### src/rtl/fetch_pc_ctrl.sv
// fetch_pc_ctrl: fetch-stage PC sequencer with MIPS delay-slot redirects.
//   Owns the PC, a single-outstanding imem req/ack handshake and a 1-entry output buffer.
//   Optional feature macro: FETCH_EXC_EN (adds exc_valid flush port and EXC_VECTOR).
// Ports:
//   clk, reset                     clock, async active-high reset
//   redirect_valid/redirect_addr   resolved branch/jump target from D (1-cycle pulse)
//   imem_req/imem_addr             fetch request, held with a stable address until imem_ack
//   imem_ack/imem_rdata            instruction response, 1-cycle pulse
//   if_valid/if_pc/if_instr        output buffer towards D
//   if_ready                       D consumes the buffer when if_valid & if_ready
//   exc_valid                      exception flush (FETCH_EXC_EN only)
module fetch_pc_ctrl #(
  parameter logic [31:0] RESET_PC = 32'h0000_3000
`ifdef FETCH_EXC_EN
  , parameter logic [31:0] EXC_VECTOR = 32'h0000_4180
`endif
) (
  input  logic        clk,
  input  logic        reset,
  input  logic        redirect_valid,
  input  logic [31:0] redirect_addr,
`ifdef FETCH_EXC_EN
  input  logic        exc_valid,
`endif
  output logic        imem_req,
  output logic [31:0] imem_addr,
  input  logic        imem_ack,
  input  logic [31:0] imem_rdata,
  output logic        if_valid,
  output logic [31:0] if_pc,
  output logic [31:0] if_instr,
  input  logic        if_ready
);
  typedef enum logic {S_IDLE, S_WAIT} state_t;
  state_t      state_q, state_d;
  logic [31:0] pc_q, pc_d, tgt_q, tgt_d, addr_q, addr_d;
  logic [31:0] if_pc_q, if_pc_d, if_instr_q, if_instr_d;
  logic        pend_q, pend_d, if_valid_q, if_valid_d;
  logic        exc, drop, issue, ack;
`ifdef FETCH_EXC_EN
  logic        drop_q, drop_d;
  assign exc    = exc_valid;
  assign drop   = drop_q;
  // an exception in WAIT without the ack leaves one response in flight that must be discarded
  assign drop_d = exc_valid ? state_q == S_WAIT && !imem_ack : drop_q && !ack;
`else
  assign exc  = 1'b0;
  assign drop = 1'b0;
`endif
  // issue only into a free buffer slot; the slot frees the same cycle D consumes it
  assign issue     = state_q == S_IDLE && (!if_valid_q || if_ready) && !exc && !reset;
  assign ack       = state_q == S_WAIT && imem_ack;
  assign imem_req  = state_q == S_WAIT || issue;
  // redirect target bypasses pc_q only on the issue cycle; WAIT holds the latched address
  assign imem_addr = state_q == S_WAIT ? addr_q : issue ? (redirect_valid ? redirect_addr : pc_q) : '0;
  assign if_valid  = if_valid_q;
  assign if_pc     = if_pc_q;
  assign if_instr  = if_instr_q;
  always_comb begin
    state_d    = state_q;
    pc_d       = pc_q;
    tgt_d      = tgt_q;
    addr_d     = addr_q;
    pend_d     = pend_q;
    if_valid_d = if_valid_q && !if_ready;
    if_pc_d    = if_pc_q;
    if_instr_d = if_instr_q;
`ifdef FETCH_EXC_EN
    if (exc_valid) begin
      if_valid_d = 1'b0;
      pend_d     = 1'b0;
      pc_d       = EXC_VECTOR;
      state_d    = drop_d ? S_WAIT : S_IDLE;
    end else
`endif
    if (issue) begin
      state_d = S_WAIT;
      addr_d  = imem_addr;
      if (redirect_valid) pc_d = redirect_addr + 32'd4;
    end else if (state_q == S_IDLE) begin
      if (redirect_valid) pc_d = redirect_addr;
    end else if (ack) begin
      state_d = S_IDLE;
      pend_d  = 1'b0;
      if (!drop) begin
        if_valid_d = 1'b1;
        if_pc_d    = addr_q;
        if_instr_d = imem_rdata;
        pc_d       = redirect_valid ? redirect_addr : pend_q ? tgt_q : addr_q + 32'd4;
      end
    end else if (redirect_valid && !drop) begin
      // delay slot still in flight: remember the newest target until its ack
      pend_d = 1'b1;
      tgt_d  = redirect_addr;
    end
  end
  always_ff @(posedge clk or posedge reset) begin
    if (reset) begin
      state_q    <= S_IDLE;
      pc_q       <= RESET_PC;
      tgt_q      <= '0;
      addr_q     <= '0;
      pend_q     <= 1'b0;
      if_valid_q <= 1'b0;
      if_pc_q    <= '0;
      if_instr_q <= '0;
`ifdef FETCH_EXC_EN
      drop_q     <= 1'b0;
`endif
    end else begin
      state_q    <= state_d;
      pc_q       <= pc_d;
      tgt_q      <= tgt_d;
      addr_q     <= addr_d;
      pend_q     <= pend_d;
      if_valid_q <= if_valid_d;
      if_pc_q    <= if_pc_d;
      if_instr_q <= if_instr_d;
`ifdef FETCH_EXC_EN
      drop_q     <= drop_d;
`endif
    end
  end
endmodule

### config.mk
export PLATFORM = sky130hd
export DESIGN_NAME = fetch_pc_ctrl
export DESIGN_NICKNAME = d
export VERILOG_FILES = /design/src/rtl/fetch_pc_ctrl.sv
export SDC_FILE = /design/constraint.sdc
export NUM_CORES = 1
export LEC_CHECK = 0
export CORE_MARGIN = 10
export CORE_UTILIZATION = 57
export CTS_CLUSTER_SIZE = 8
export DETAILED_ROUTE_END_ITERATION = 7
export PLACE_DENSITY_LB_ADDON = 0.15
export SLEW_MARGIN = 20
export SYNTH_ARGS = -nofsm -noshare
export SYNTH_HDL_FRONTEND = slang
export SYNTH_SLANG_ARGS = --single-unit
export TNS_END_PERCENT = 1
### constraint.sdc
create_clock -name clk -period 14.1 [get_ports clk]
set_clock_uncertainty 0.2 [all_clocks]
set_input_delay 2.82 -clock clk [delete_from_list [all_inputs] [get_ports clk]]
set_output_delay 2.82 -clock clk [all_outputs]
set_load 0.1 [all_outputs]
==> run metrics <==
maximum buffer depth of the clock tree=2; EDFF count, synth=0; Nets=1083; Post-Syn Nets=956; drc violations=0; setup bufs post-CTS=0; die height=145 um; CTS Buf Count=17; CTS tree=built; drt via density=around 6.3; Area contributors post-synth=dfrtp_1, mux2_2, nand2_1; wire per inst=between 20 and 25 um; slowest CP cell=clkdlybuf4s50_1; synthesized instance count=between 800 and 900; crit path capture type=primary output; Final Max Tran Viols=0; CTS Sinks=roughly 160; vias in the first global route=approximately 7300; gpl congestion=0.880; Crit path arrival time=just under 6 ns; leading area contributor after synthesis=dfrtp_1; RSZ-0062 raised after global routing=no; Max Freq=112 MHz; drt total wl=26000 um; status=finished, final reports clean; Max transition margin=27.8%; clk slew on worst S/H paths=about 0.06 ns; GRT overflow=0; worst-margin pin slew=1.07 ns; Mean Syn Cell Area=between 10 and 15 um^2; Std-Cell Rows=45; Seq/Total Area, Yosys=between 40 and 50%; CTS Hold Bufs=0; Area Growth Syn to Fin=26.6%; Antenna diodes=0; post-route minimum period=approximately 8.9 ns; # fillers=around 1100; antenna violations before repair=1; DRT Pass-1 Iters=6; final period utilization=a little over three fifths; register bit total from synthesis=around 160; Port Buffers=approximately 170; via count=7618; final-report hold violation count=0; H-Tree Depth=4; CP most frequent cell=clkdlybuf4s50_1; WP data required=11.08 ns; CTS root buffer=clkbuf_16; GRT Total Usage=about a quarter; Ports=167; CP max stage delay=1.20 ns; first-pass GRT wire length=approximately 40000 um; Hold Crit Class=reg -> reg; die area=20900 um^2; Mapped Area=slightly below 9000 um^2; crit path launch type=input pin; die span in x=~140 um; # setup viols final=0; CP Cell Sequence=clkdlybuf4s50_1, or3_2, buf_4, o21ai_0, clkdlybuf4s50_1; Post-DP HPWL=17600 um; Top FF cell, synth=dfrtp_1; TNS Setup=0 ns; clock latency on the worst-skew pair=between 0.4 and 0.5 ns; layout cell share with drive strength beyond 1=roughly 16%; kind of critical path=in -> out; Async S/R FF share, synth=100%; antenna viol nets, final=0; Initial Util=between 50% and 60%; drt initial violations=~670; maxcap violations=0; Crit Path Max Fanout=76; Yosys top cell area share=between 40% and 50%; area of the core=15200 um^2; synth unique cells=60; CTS resizes=0; pin count of the biggest net entering global routing=between 80 and 90; Syn. warnings=0
[cell usage after synthesis (19+ instances only)]
cell        n
a21o_1     34
a21oi_1    32
clkbuf_1   50
dfrtp_1   161
mux2_2     99
mux2i_1    26
nand2_1    98
nand3_1    32
nand4_1    19
nor2_1     56
o21ai_0    51
xnor2_1    22
xor2_1     24
[stage by stage]
stage	utilization, %	setup WS, ns	hold WS (ns)	instance area, um^2	cells
final	73.7	5.18	0.287	11200	1213
after global routing	73.7	5.06	0.316	11200	1213
after CTS	73.5	5.22	0.287	11200	1212
after detailed placement	69.6	5.25	0.273	10600	1180
after global placement	69.6	5.33	0.265	10600	1180
after floorplan	-	5.22	0.250	8860	885
[logic make-up after synthesis]
group / count (synthesis) / synth area share, %
AND/OR/NAND/NOR: 267 / 14.7
AO/OA/AOI/OAI: 203 / 15.3
flip-flops: 163 / 46.1
multiplexers: 125 / 15.5
buffers and inverters: 79 / 3.55
XOR/XNOR: 46 / 4.55
adder cells (fa/ha/maj): 2 / 0.283
[worst paths after layout]
path / from / end / slack [ns] / cells after the start
worst max-delay path: reset / imem_addr[9] / 5.18 / 5
worst min-delay path: tgt_q[22] / tgt_q[22] / 0.29 / 2
worst max register to register: state_q / pc_q[20] / 10.47 / 7
worst min register to register: tgt_q[22] / tgt_q[22] / 0.29 / 2
max in group asynchronous: reset / pc_q[13] / 9.58 / 4
min in group asynchronous: reset / if_pc[1] / 2.87 / 2
[worst max-delay path: cells and delay by family]
family          cells  cell delay (ns)
buf+inv             3             2.11
compound gates      1             0.41
simple gates        1             0.50
[placed cells by master, fill, tap and decap left out, drive strengths merged, types with 12 or more instances in the layout]
master,synthesis,layout
a21o,34,34
a21oi,32,32
buf,20,13
clkbuf,50,17
clkdlybuf4s50,0,165
dfrtp,161,161
inv,8,12
mux2,99,99
mux2i,26,26
nand2,98,98
nand3,32,32
nand4,21,21
nor2,56,56
nor3,15,15
o211ai,13,13
o21ai,51,51
xnor2,22,22
xor2,24,24
[layer usage]
metal / vias up / global-route usage [%] / wire length, um / part of all wire (%)
met5: - / 0 / 14 / 0.054
met4: 2 / 5.43 / 310 / 1.2
met3: 36 / 5.97 / 2080 / 8.0
met2: 341 / 40.5 / 12800 / 49
met1: 3785 / 32.4 / 10800 / 42
li1: 3454 / - / - / -
[area by class of cell]
cell class	instances	area (um^2)	share of cell area (%)
clock buffer	17	425	3.80
clock inverter	15	181	1.62
inverter	9	38.8	0.346
multi-input combinational	643	4480	40.0
sequential	163	4080	36.4
tap	188	235	2.10
timing repair buffer	178	1770	15.8
[registers in the layout, summed over array words and instances, names as in the netlist]
register / cells
pc_q: 32
addr_q: 32
if_pc: 32
if_valid: 1
tgt_q: 32
pend_q: 1
if_instr: 32
state_q: 1
Power is not shown: default switching activity piles up to over one toggle a cycle in this logic, so the estimate is an artifact.
